==> src/rtl/uart_pkg.sv <==
// uart_pkg: shared receiver FSM states, CSR bit positions and CSR modify codes.
package uart_pkg;
  typedef enum logic [2:0] {
    ST_IDLE,
    ST_START,
    ST_DATA,
    ST_PARITY,
    ST_STOP
  } rx_state_e;
  typedef enum logic [2:0] {
    MOD_NONE  = 3'd0,
    MOD_WRITE = 3'd1,
    MOD_SET   = 3'd2,
    MOD_CLEAR = 3'd3
  } csr_mod_e;
  localparam int NE_BIT  = 8;
  localparam int OVR_BIT = 9;
  localparam int FE_BIT  = 10;
  localparam int IE_BIT  = 11;
  localparam int PE_BIT  = 12;
  localparam int CNT_LSB = 16;
endpackage

==> src/rtl/byte_fifo.sv <==
// byte_fifo: 2^DEPTH_LOG2-entry byte FIFO; a push into a full FIFO succeeds only if a pop frees a slot in the same cycle.
// Ports: clk, rstn (async active-low), push/pop/data_in in; head/count/full/empty out.
module byte_fifo #(
  parameter int DEPTH_LOG2 = 4
) (
  input  logic                  clk,
  input  logic                  rstn,
  input  logic                  push,
  input  logic                  pop,
  input  logic [7:0]            data_in,
  output logic [7:0]            head,
  output logic [DEPTH_LOG2:0]   count,
  output logic                  full,
  output logic                  empty
);
  localparam int DEPTH = 1 << DEPTH_LOG2;
  logic [7:0] mem_q [DEPTH];
  logic [DEPTH_LOG2-1:0] wptr_q, wptr_d, rptr_q, rptr_d;
  logic [DEPTH_LOG2:0] count_q, count_d;
  logic do_push, do_pop;
  assign empty = count_q == '0;
  assign full = count_q[DEPTH_LOG2];
  assign count = count_q;
  assign head = mem_q[rptr_q];
  always_comb begin
    do_pop = pop & ~empty;
    do_push = push & (~full | do_pop);
    wptr_d = do_push ? wptr_q + DEPTH_LOG2'(1) : wptr_q;
    rptr_d = do_pop ? rptr_q + DEPTH_LOG2'(1) : rptr_q;
    count_d = (do_push & ~do_pop) ? count_q + (DEPTH_LOG2+1)'(1) :
              (do_pop & ~do_push) ? count_q - (DEPTH_LOG2+1)'(1) : count_q;
  end
  always_ff @(posedge clk or negedge rstn)
    if (!rstn) begin
      wptr_q <= '0;
      rptr_q <= '0;
      count_q <= '0;
    end else begin
      wptr_q <= wptr_d;
      rptr_q <= rptr_d;
      count_q <= count_d;
    end
  always_ff @(posedge clk)
    if (do_push) mem_q[wptr_q] <= data_in;
endmodule

==> src/rtl/csr_uart_rx_fifo.sv <==
// csr_uart_rx_fifo: oversampling UART receiver feeding a byte FIFO, read/popped through one CSR, with rx interrupt.
// Ports: clk, rstn (async active-low), CSR bus read/modify/wdata/addr in, rdata/valid out; rx serial in; irq_rx out.
// Build option: define UART_RX_PARITY_EN for 8E1 frames with parity-error flag; default is 8N1.
module csr_uart_rx_fifo
  import uart_pkg::*;
#(
  parameter logic [11:0] CSR_ADDR   = 12'hBC3,
  parameter int          CLOCK_RATE = 200_000_000,
  parameter int          BAUD_RATE  = 115200,
  parameter int          DEPTH_LOG2 = 4
) (
  input  logic        clk,
  input  logic        rstn,
  input  logic        read,
  input  logic [2:0]  modify,
  input  logic [31:0] wdata,
  input  logic [11:0] addr,
  output logic [31:0] rdata,
  output logic        valid,
  input  logic        rx,
  output logic        irq_rx
);
  localparam int DIV = CLOCK_RATE / BAUD_RATE;
  localparam int CW = $clog2(DIV);
  localparam logic [CW-1:0] HALF = CW'(DIV / 2 - 1);
  localparam logic [CW-1:0] FULL = CW'(DIV - 1);
  logic s1_q, s2_q;
  rx_state_e state_q, state_d;
  logic [CW-1:0] cnt_q, cnt_d;
  logic [2:0] bit_q, bit_d;
  logic [7:0] shift_q, shift_d;
  logic perr_q, perr_d;
  logic ie_q, ie_d, ovr_q, ovr_d, fe_q, fe_d, pe_q, pe_d;
  logic push, fe_set, pe_set, pop, expire;
  logic sel_wr, sel_set, sel_clr;
  logic [2:0] w1c;
  logic [7:0] head;
  logic [DEPTH_LOG2:0] count;
  logic full, empty;
  logic unused_wdata;
  assign unused_wdata = ^{wdata[31:13], wdata[8:0]};
  assign expire = cnt_q == '0;
  always_comb begin
    state_d = state_q;
    cnt_d = cnt_q - CW'(1);
    bit_d = bit_q;
    shift_d = shift_q;
    perr_d = perr_q;
    push = 1'b0;
    fe_set = 1'b0;
    pe_set = 1'b0;
    case (state_q)
      ST_IDLE: if (!s2_q) begin
        state_d = ST_START;
        cnt_d = HALF;
      end
      // Mid-start-bit recheck rejects glitches shorter than half a bit.
      ST_START: if (expire) begin
        state_d = s2_q ? ST_IDLE : ST_DATA;
        cnt_d = FULL;
        bit_d = '0;
        perr_d = 1'b0;
      end
      ST_DATA: if (expire) begin
        shift_d = {s2_q, shift_q[7:1]};
        bit_d = bit_q + 3'd1;
        cnt_d = FULL;
`ifdef UART_RX_PARITY_EN
        if (bit_q == 3'd7) state_d = ST_PARITY;
`else
        if (bit_q == 3'd7) state_d = ST_STOP;
`endif
      end
`ifdef UART_RX_PARITY_EN
      ST_PARITY: if (expire) begin
        state_d = ST_STOP;
        cnt_d = FULL;
        perr_d = s2_q ^ (^shift_q);
        pe_set = perr_d;
      end
`endif
      // Back to IDLE at mid-stop so the next start bit is caught early.
      ST_STOP: if (expire) begin
        state_d = ST_IDLE;
        push = s2_q & ~perr_q;
        fe_set = ~s2_q;
      end
      default: state_d = ST_IDLE;
    endcase
  end
  byte_fifo #(.DEPTH_LOG2(DEPTH_LOG2)) u_fifo (
    .clk(clk),
    .rstn(rstn),
    .push(push),
    .pop(pop),
    .data_in(shift_q),
    .head(head),
    .count(count),
    .full(full),
    .empty(empty)
  );
  assign valid = addr == CSR_ADDR;
  assign pop = read & valid & ~empty;
  assign irq_rx = ie_q & ~empty;
  always_comb begin
    sel_wr = valid & (modify == MOD_WRITE);
    sel_set = valid & (modify == MOD_SET);
    sel_clr = valid & (modify == MOD_CLEAR);
    w1c = (sel_wr | sel_clr) ? {wdata[PE_BIT], wdata[FE_BIT], wdata[OVR_BIT]} : 3'b000;
    ie_d = sel_wr ? wdata[IE_BIT] : sel_set ? (ie_q | wdata[IE_BIT]) :
           sel_clr ? (ie_q & ~wdata[IE_BIT]) : ie_q;
    ovr_d = (ovr_q & ~w1c[0]) | (push & full & ~pop);
    fe_d = (fe_q & ~w1c[1]) | fe_set;
    pe_d = (pe_q & ~w1c[2]) | pe_set;
  end
  always_comb begin
    rdata = '0;
    if (valid) begin
      rdata[7:0] = empty ? 8'h00 : head;
      rdata[NE_BIT] = ~empty;
      rdata[OVR_BIT] = ovr_q;
      rdata[FE_BIT] = fe_q;
      rdata[IE_BIT] = ie_q;
      rdata[PE_BIT] = pe_q;
      rdata[CNT_LSB +: DEPTH_LOG2+1] = count;
    end
  end
  always_ff @(posedge clk or negedge rstn)
    if (!rstn) begin
      s1_q <= 1'b1;
      s2_q <= 1'b1;
      state_q <= ST_IDLE;
      cnt_q <= '0;
      bit_q <= '0;
      shift_q <= '0;
      perr_q <= 1'b0;
      ie_q <= 1'b0;
      ovr_q <= 1'b0;
      fe_q <= 1'b0;
      pe_q <= 1'b0;
    end else begin
      s1_q <= rx;
      s2_q <= s1_q;
      state_q <= state_d;
      cnt_q <= cnt_d;
      bit_q <= bit_d;
      shift_q <= shift_d;
      perr_q <= perr_d;
      ie_q <= ie_d;
      ovr_q <= ovr_d;
      fe_q <= fe_d;
      pe_q <= pe_d;
    end
endmodule

==> config.mk <==
export PLATFORM = sky130hd
export DESIGN_NAME = csr_uart_rx_fifo
export DESIGN_NICKNAME = d
export VERILOG_FILES = /design/src/rtl/uart_pkg.sv /design/src/rtl/byte_fifo.sv /design/src/rtl/csr_uart_rx_fifo.sv
export SDC_FILE = /design/constraint.sdc
export NUM_CORES = 1
export LEC_CHECK = 0
export BUFFER_PORTS_ARGS = -buffer_cell sky130_fd_sc_hd__clkbuf_2
export CORE_ASPECT_RATIO = 1.5
export CORE_MARGIN = 8
export CORE_UTILIZATION = 53
export CTS_CLUSTER_SIZE = 25
export DETAILED_ROUTE_END_ITERATION = 16
export GPL_ROUTABILITY_DRIVEN = 0
export PLACE_DENSITY_LB_ADDON = 0.08
export SLEW_MARGIN = 20
export SYNTH_ARGS = -nofsm -noshare
export SYNTH_HDL_FRONTEND = slang
export SYNTH_HIERARCHICAL = 1
export SYNTH_SLANG_ARGS = --single-unit
==> constraint.sdc <==
create_clock -name clk -period 4.9 [get_ports clk]
set_input_delay 0.49 -clock clk [delete_from_list [all_inputs] [get_ports clk]]
set_output_delay 0.49 -clock clk [all_outputs]
set_load 0.02 [all_outputs]
## After elaboration in Yosys (flattened, before gate mapping)

Memory sizes are Yosys's and may differ from the RTL's.
Index checks and enable logic that the tools add are counted.

- Register bits: 44
- Bits in writable memories: 128
- Input port bits: 51
- Output and inout bits: 34
- Logic and storage cells: 101
- Memories: 1

Memories:

| name | words | bits a word | read ports | clocked after Yosys merged registers in | wr ports | RTL line | text |
|---|---|---|---|---|---|---|---|
| u_fifo.mem_q | 16 | 8 | 1 | 0 | 1 | byte_fifo.sv:17 | `logic [7:0] mem_q [DEPTH];` |

- Add/subtract/negate cells: 6
- Eq/ne operators: 13
- Mux-type cells: 27
- Bitwise gates (word level): 31
- Reduce and logical (&&, ||, !) cells: 10

Operators with widths:

| cell | number |
|---|---|
| 2-to-1 mux 11 bit | 2 |
| case mux 11 bit (2 select lines) | 1 |
| 2-to-1 mux 3 bit | 7 |
| bitwise AND 1 bit | 16 |
| 2-to-1 mux 5 bit | 3 |
| 2-to-1 mux 13 bit | 1 |
| equality test 12 bit (second input constant) | 1 |
| case mux 3 bit (4 select lines) | 1 |
| logical NOT 11 bit | 1 |
| subtractor 11 x 1 -> 11 bit (second input constant) | 1 |
| != test 2 bit (second input constant) | 5 |
| inverter 1 bit | 10 |
| equality test 3 x 2 -> 1 bit (second input constant) | 3 |
| 2-to-1 mux 1 bit | 9 |
| adder 4 x 1 -> 4 bit (second input constant) | 2 |
| 2-to-1 mux 8 bit | 1 |
| equality test 3 x 1 -> 1 bit (second input constant) | 2 |
| equality test 3 bit (second input constant) | 2 |
| case mux 3 bit (2 select lines) | 1 |
| adder 5 x 1 -> 5 bit (second input constant) | 1 |
| logical NOT 5 bit | 1 |
| OR 1 bit | 5 |
| AND reduction 5 bit | 1 |
| subtractor 5 x 1 -> 5 bit (second input constant) | 1 |
| 8 further kinds | 9 |

## Logic depth before layout (Yosys ltp)

Gate-level depths: netlist (run 1).

- Word-level depth: 10
- Mapped depth: 15
- Depth with buffers taken out: 14

## By module

Netlist (run 1), hierarchy kept.

Modules (own cells, without submodules):

| module | instances | cells each | area each (um^2) | sequential area each (um^2) |
|---|---|---|---|---|
| byte_fifo | 1 | 338 | 5808.1 | 4169.0 |
| csr_uart_rx_fifo | 1 | 166 | 1756.7 | 778.2 |

## Least setup slack after synthesis (run 1)

OpenSTA, ideal clock, no wires.

- Path kind: register -> register
- Start: register u_fifo.count_q[0] (netlist: u_fifo/count[0])
- End: register u_fifo.count_q[4] (netlist: u_fifo/count[4])
- Setup time: 0.080 ns
- Data arrival time: 3.459 ns
- Required time: 4.820 ns
- Path slack: 1.361 ns
- Stages on the path, launching flop included: 15
- Buffers on the path: 1
- Period minus slack after synthesis: 3.539 ns
- Cell sequence: dfrtp_1 or4_1 nor2_2 nor4_1 clkbuf_1 and2_1 o21ai_1 clkinv_1 ha_1 inv_1 ha_1 a21o_1 a21oi_1 mux2i_1 xnor2_1

- Word-level cells in the longest chain between the ends: 9
- Elaborated cells between the ends (all ways): 15
- Those cells by class: 2 x add/sub; 2 x mux; 9 x bitwise; 2 x reduce/logical

RTL lines:

| item | RTL line | text |
|---|---|---|
| from (decl) | byte_fifo.sv:19 | `logic [DEPTH_LOG2:0] count_q, count_d;` |
| from (signal assigned) | byte_fifo.sv:41 | `count_q <= count_d;` |
| logical NOT 5 bit (*) | byte_fifo.sv:21 | `assign empty = count_q == '0;` |
| net empty | csr_uart_rx_fifo.sv:39 | `logic full, empty;` |
| inverter 1 bit (*) | csr_uart_rx_fifo.sv:103 | `assign pop = read & valid & ~empty;` |
| bitwise AND 1 bit (*) | csr_uart_rx_fifo.sv:103 |  |
| net pop | csr_uart_rx_fifo.sv:34 | `logic push, fe_set, pe_set, pop, expire;` |
| bitwise AND 1 bit (*) | byte_fifo.sv:26 | `do_pop = pop & ~empty;` |
| OR 1 bit (*) | byte_fifo.sv:27 | `do_push = push & (~full \| do_pop);` |
| bitwise AND 1 bit (*) | byte_fifo.sv:27 |  |
| net u_fifo.do_push | byte_fifo.sv:20 | `logic do_push, do_pop;` |
| inverter 1 bit | byte_fifo.sv:31 | `(do_pop & ~do_push) ? count_q - (DEPTH_LOG2+1)'(1) : count_q;` |
| bitwise AND 1 bit | byte_fifo.sv:31 |  |
| nonzero test 2 bit (no line) | -- |  |

The timed path passes the listed nets; every way through them passes the cells marked *. The select of a mux whose other input is x is not followed.
A chain may end at the register's enable or synchronous reset.

## Worst setup path in the final report (run 1)

Same ends and word-level chain as after synthesis.

==> impl_metrics.ini, run 1 <==
[run_status]
status = complete, no violations

[layout]
final_util_pct = 60.90
layout_common_cells = edfxtp_1, clkbuf_2, dfrtp_1
nets = 621
area_delta_synth_final_pct = 12.64
final_layout_size_suffix_gt1_share_pct = 23.59
layout_commonest_cell = edfxtp_1
antenna-diode-count = 0

[routing]
wire_per_inst_um = 20.03
count_of_vias_placed_by_the_detailed_router = 4192
post-route-drc-count = 0
number_of_violations_reported_at_the_end_of_detailed_routing_iteration_0 = 287
drt-total-wl_mm = 15.22
route.antenna.remaining_nets = 0
drtPass1Iterations = 5
routed_via_density = 5.516

[floorplan]
boundaryPins = 85
die-area_um2 = 18430
initial_utilization_pct = 54.06
fp.dieH_um = 162.3
floorplan.die.width_um = 113.5
floorplan.rows = 53
fp.coreArea_um2 = 13990

[grt]
grt_usage_pct = 17.32
via_count_of_the_first_global_routing_pass = 4543
grt_first_pass_wirelength_mm = 23.94
antenna_violations_before_repair = 0
grt_max_degree = 45
grt-ovfl-total = 0

[clock_network]
post_cts.resized_instances = 0
clkTransAtPathRegs_ns = 0.07
clkLatencyLatePin_ns = 0.42
cts_hold_repair.buffers = 0
postCtsSetupRepairBufs = 0
clock-sinks = 172
numCtsBuffers = 17
cts.root.buffer_cell = clkbuf_16
clock_path_buffers = 2
cts_tree = built
h_tree_level_count = 4

[sta]
worst-slew-pin-transition_ns = 0.8720
timing.final.crit_period_ns = 3.824
report.final.setup_viol = 0
hold-worst-slack_ns = 0.1373
finalHoldViolations = 0
fin_crit_sh_pct = 78.04
setup_repair_after_global_routing_missed_its_margin = false
finalMaxSlewViolations = 0
finalClockSkew_ns = 0.01072
timing.slew.headroom_pct = 41.33
clock.fmax_mhz = 261.5
fin_tns_setup_ns = 0

[flow_run]
max-cap-violations = 0

[worst_setup_path]
critPathMaxFanout = 11
timing_worst_setup_path_type = reg -> reg
r2r.worst_path.cells = 14
worst_ep_arrival_time_ns = 4.17
worstSetupEndpointType = flop
timing.critical_path.required_ns = 5.24
start_kind = flop

[yosys]
area_of_the_mapped_netlist_um2 = 7565
synth_enable_flop_cells = 128
postSynthCellCount = 504
prevailing_post_synth_register_cell = edfxtp_1
async_flop_share_pct = 25.58
ys_types = 57
synth_sequential_area_ratio_pct = 65.40
ys_seq_elements = 172
yosys_warnings = 6
synthesis.area_per_instance_um2 = 15.01

[place]
dp_hpwl_mm = 10.55
io_buffer_count = 42

[power]
cellPowerDensity_nw_per_um2 = 344.8
p_leak_nw = 3.457
maximum_vdd_drop_mv = 0.1929

[worst_hold_path]
hold_path.class = in -> async
[synth_stat cells (2+ instances only)]
cell | instances | share of area, %
dfrtp_1 | 42 | 14
clkbuf_1 | 10 | 0.50
o21ai_0 | 23 | 1.5
mux2_2 | 9 | 1.3
nand3_1 | 10 | 0.66
a31oi_1 | 2 | 0.17
buf_4 | 15 | 1.5
ha_1 | 14 | 2.3
mux2_4 | 7 | 1.4
buf_2 | 5 | 0.33
nor3_1 | 10 | 0.66
mux2i_1 | 26 | 3.4
inv_1 | 18 | 0.89
a22o_1 | 2 | 0.23
or3_1 | 2 | 0.17
nand4_1 | 2 | 0.17
mux4_2 | 16 | 4.8
xnor2_1 | 15 | 1.7
a22oi_1 | 8 | 0.79
and2_1 | 21 | 1.7
a21o_1 | 3 | 0.30
nor2_1 | 12 | 0.60
buf_6 | 6 | 0.89
or4_1 | 2 | 0.20
nor2_2 | 2 | 0.17
a21oi_1 | 13 | 0.86
nand2_1 | 27 | 1.3
nand4bb_1 | 2 | 0.30
dfstp_2 | 2 | 0.69
nor4_1 | 9 | 0.74
nand2b_1 | 3 | 0.25
a221oi_1 | 8 | 0.93
nor3b_1 | 3 | 0.30
xor2_1 | 4 | 0.46
nor2b_1 | 2 | 0.17
edfxtp_1 | 128 | 51
[state kept, by name, summed over array words and instances, names as in the netlist, named ones only]
register       flops
bit_q              3
cnt_q             11
fe_q               1
ovr_q              1
pe_q               1
s1_q               1
s2_q               1
shift_q            8
state_q            3
u_fifo/count       5
u_fifo/mem_q     128
u_fifo/rptr_q      4
u_fifo/wptr_q      4
[worst paths after layout]
check | startpoint | to | slack [ns]
max | u_fifo/count[0]$_DFFE_PN0P_ | u_fifo/count[4]$_DFFE_PN0P_ | 1.08
min | rstn | u_fifo/count[0]$_DFFE_PN0P_ | 0.14
max reg2reg | u_fifo/count[0]$_DFFE_PN0P_ | u_fifo/count[4]$_DFFE_PN0P_ | 1.08
min reg2reg | s1_q$_DFF_PN1_ | s2_q$_DFF_PN1_ | 0.36
max in group asynchronous | rstn | u_fifo/rptr_q[0]$_DFFE_PN0P_ | 4.34
min in group clk | rx | s1_q$_DFF_PN1_ | 0.15
[logic make-up (layout without fill, tap and decap cells)]
group,count (synthesis),count (layout),share of synthesized area (%)
flops,172,172,65.40
other cells,1,14,0.04957
buf+inv,57,108,4.466
simple gates,115,115,8.716
compound gates,67,67,5.657
xor+xnor,19,19,2.200
mux,58,58,10.93
fa+ha+maj,15,15,2.580
[area by class of cell]
class	instances	area, um2
Inverter	20	75.07
Sequential cell	172	4949
Fill cell	1060	5472
Clock buffer	17	425.4
Timing Repair Buffer	56	315.3
Multi-Input combinational cell	288	2340
Clock inverter	15	176.4
Tap cell	192	240.2
[worst max-delay path, cell delays in order, from the launching register on]
cell	delay [ns]
dfrtp_1	0.43
or4_1	0.55
nor2_2	0.18
nor4_2	0.07
buf_4	0.18
and2_1	0.17
o21ai_1	0.35
clkinv_1	0.34
ha_1	0.35
inv_1	0.16
ha_1	0.27
a21o_1	0.16
a21oi_1	0.18
mux2i_1	0.23
xnor2_1	0.13
[stage by stage]
step	instance area, um2	instances	setup slack [ns]	power (mW)
6_report	8521	760	1.076	2.938
5_1_grt	8521	760	0.7924	3.022
4_1_cts	8516	760	1.043	2.962
3_5_place_dp	7914	728	1.060	1.612
3_3_place_gp	7914	728	1.129	1.611
2_1_floorplan	7614	517	1.361	1.602
[power breakdown]
group / internal [mW] / total [mW] / switching, mW
sequential: 1.55 / 1.55 / 0.00102
combinational: 0.00842 / 0.0304 / 0.0220
clock: 0.772 / 1.36 / 0.585
total: 2.33 / 2.94 / 0.608
[per-layer routing]
layer	up-vias	GRT usage, %	share of wire, %
li1	1970	-	-
met1	2108	18.34	39
met2	94	31.32	54
met3	20	4.274	4.0
met4	0	8.394	2.9
met5	-	0	0
Power figures use the tool's default switching activity.
==> run 2, diff against run 1 <==
- ABC_AREA: unset -> 1
- clock period: 4.9 -> 3.5 ns (I/O delays scaled with it)
==> run 2 against run 1 <==
The run now ends with negative hold slack left. Count of clock-buffer cells in the layout did not move. Critical path depth rose by 2. Final cell count rose by 51%. Worst setup slack got worse by 0.69 ns. Clock power rose by 40%. Sequential cell count did not move. Sequential power rose by 40%. Global-route usage rose by 1.1 points. Sequential share of layout area fell by 4.0 points. Clock skew barely moved. Utilization fell by 1.5 points.
==> impl_metrics.ini, run 2 <==
[floorplan]
die-area_um2 = 19840
floorplan.rows = 56
fp.dieH_um = 168.5
fp.coreArea_um2 = 15410
initial_utilization_pct = 53.34
boundaryPins = 85
floorplan.die.width_um = 117.7

[clock_network]
cts.root.buffer_cell = clkbuf_16
clkLatencyLatePin_ns = 0.42
clock-sinks = 172
clock_path_buffers = 2
h_tree_level_count = 4
numCtsBuffers = 17
cts_tree = built
postCtsSetupRepairBufs = 0
clkTransAtPathRegs_ns = 0.06

[routing]
drtPass1Iterations = 8
number_of_violations_reported_at_the_end_of_detailed_routing_iteration_0 = 351
post-route-drc-count = 0
routed_via_density = 4.987
route.antenna.remaining_nets = 0
drt-total-wl_mm = 17.66
count_of_vias_placed_by_the_detailed_router = 5710
wire_per_inst_um = 15.42

[power]
total_power_mw = 4.128
cellPowerDensity_nw_per_um2 = 450.8
maximum_vdd_drop_mv = 0.2999
p_leak_nw = 4.195

[yosys]
synthesis.area_per_instance_um2 = 9.311
netlist_top_cells_count = nand2_1, edfxtp_1, inv_1, nor2_1, nand3_1
yosysMostFrequentCell = nand2_1
yosys.area.top_type = edfxtp_1
prevailing_post_synth_register_cell = edfxtp_1
ys_types = 36
postSynthCellCount = 883
yosys_warnings = 6
synth_sequential_area_ratio_pct = 60.17
yosys.area.top_type_share_pct = 46.75
ys_seq_elements = 172
area_of_the_mapped_netlist_um2 = 8222
synth_enable_flop_cells = 128
netlist_top_cells_area = edfxtp_1, nand2_1, dfrtp_1
async_flop_share_pct = 25.58

[layout]
area_delta_synth_final_pct = 11.37
post-route-cell-area_um2 = 9156
layout_common_cells = nand2_1, edfxtp_1, inv_1
nets = 997
largest_register_ff_count = 128
layout_commonest_cell = nand2_1
biggestRegsByFlops = u_fifo/mem_q (128), cnt_q (11), shift_q (8)
regMostFlops = u_fifo/mem_q
final_layout_size_suffix_gt1_share_pct = 12.21
antenna-diode-count = 0
final_util_pct = 59.40
count_of_fill_cells_added_during_filler_insertion = 1376

[sta]
fin_tns_setup_ns = 0
timing.slew.headroom_pct = 41.55
timing.final.crit_period_ns = 3.112
fin_crit_sh_pct = 88.91
hold-worst-slack_ns = -0.008317
worst-slew-pin-transition_ns = 0.8768
finalHoldViolations = 6
clock.fmax_mhz = 321.4
finalMaxSlewViolations = 0
setup_ws_ns = 0.3882
finalClockSkew_ns = 0.01093
report.final.setup_viol = 0
setup_repair_after_global_routing_missed_its_margin = false

[flow_run]
max-cap-violations = 0

[worst_setup_path]
start_kind = flop
worstSetupEndpointType = flop
timing.critical_path.required_ns = 3.86
regToRegSetupSlack_ns = 0.39
timing_worst_setup_path_type = reg -> reg
critical_r2r_capture = u_fifo/count[4]$_DFFE_PN0P_
timing.critical_path.to = u_fifo/count[4]$_DFFE_PN0P_
critPathMaxFanout = 10
crit_path_cell_trace = inv_1, ha_1, nand3_1, nor3_4, nand2_1, nor2_1, a21boi_4, ha_1, inv_1, ha_1, or2_2, nand2_1, nand2_1, nand2_1, nand2_1, nand2_1
worst_ep_arrival_time_ns = 3.47
r2r.worst_path.cells = 16
crit_path_frequent_cell = nand2_1
critical_path_source = cnt_q[0]$_DFF_PN0_
slowest_delay_ns = 0.38
worstReg2RegStart = cnt_q[0]$_DFF_PN0_
critical-path-slowest-cell = dfrtp_1

[place]
dpl_worst_slack_ns = 0.2484
io_buffer_count = 42
placement.cell_area_um2 = 8553
dp_hpwl_mm = 12.18

[grt]
grt_usage_pct = 18.37
via_count_of_the_first_global_routing_pass = 5686
grt-ovfl-total = 0
grt_max_degree = 83
grt_first_pass_wirelength_mm = 28.76
antenna_violations_before_repair = 0

[run_status]
failed_checks = negative hold slack
status = complete, but fails checks

[worst_hold_path]
hold_path.class = in -> async
## run 2: changes by cell type after synthesis, sizes merged, moves of 20 or more
| cell | change |
|---|---|
| nand2 | +277 |
| inv | +94 |
| nor2 | +93 |
| nand3 | +68 |
| mux2i | -26 |
| and2 | -20 |
## run 2: logic make-up after synthesis
kind of cell | Yosys count | synth area share [%]
xor gates and xnor gates | 13 | 1.385
buffers and inverters | 154 | 8.583
and+or+nand+nor | 503 | 25.75
AOI/OAI and AO/OA | 25 | 1.689
DFF | 172 | 60.17
other | 1 | 0.04561
adders and majority gates | 15 | 2.374
## run 2: layer usage
layer / part of all wire (%) / vias to the layer above / wire [um] / global-route usage [%]
met5: 0 / - / 0 / 0
met4: 1.0 / 0 / 184 / 5.145
met3: 3.7 / 13 / 649 / 3.935
met2: 54 / 107 / 9616 / 33.92
met1: 41 / 2720 / 7209 / 20.90
li1: - / 2870 / - / -
## run 2: timing repair
action,4_1_cts,5_1_grt
hold buffers,1,0
hold endpoints to repair,1,0
resized for setup,0,0
## run 2: power breakdown
part           internal [mW]  leakage (nW)  switching (mW)
combinational         0.0171          1.89          0.0425
clock                   1.12         0.274           0.776
sequential              2.17          2.03         0.00170
total                   3.31          4.20           0.820
## run 2: worst min-delay path by stage
stage,cells after the start,end,slack [ns],start
floorplan,0,async pin,0.05,rstn
global placement,0,s2_q$_DFF_PN1_,0.35,s1_q$_DFF_PN1_
detailed placement,0,s2_q$_DFF_PN1_,0.35,s1_q$_DFF_PN1_
CTS,1,pe_q$_DFF_PN0_,0.008,rstn
global route,1,u_fifo/count[0]$_DFFE_PN0P_,0.04,rstn
finish,1,pe_q$_DFF_PN0_,-0.008,rstn
## run 2: cell type report
cell class,instances,area [um2],area share (%)
multi-input cells,570,2618,28.59
inverters,115,432.9,4.728
well taps,203,254.0,2.774
repair buffers,55,310.3,3.389
flip-flops and latches,172,4949,54.04
clock inverters,13,167.7,1.831
clock buffers,17,425.4,4.646
## run 2: critical path: cells and delay by family (launching register included)
kind | cells | cell delay, ns
flops | 1 | 0.38
compound gates | 1 | 0.33
simple gates | 10 | 1.20
fa+ha+maj | 3 | 0.89
buf+inv | 2 | 0.25
## run 2: through the flow
step	cells	hold WS (ns)
final	1145	-0.008317
after global routing	1145	0.03820
after CTS	1145	0.007753
after detailed placement	1114	0.3494
after global placement	1114	0.3480
after floorplan	896	0.05441
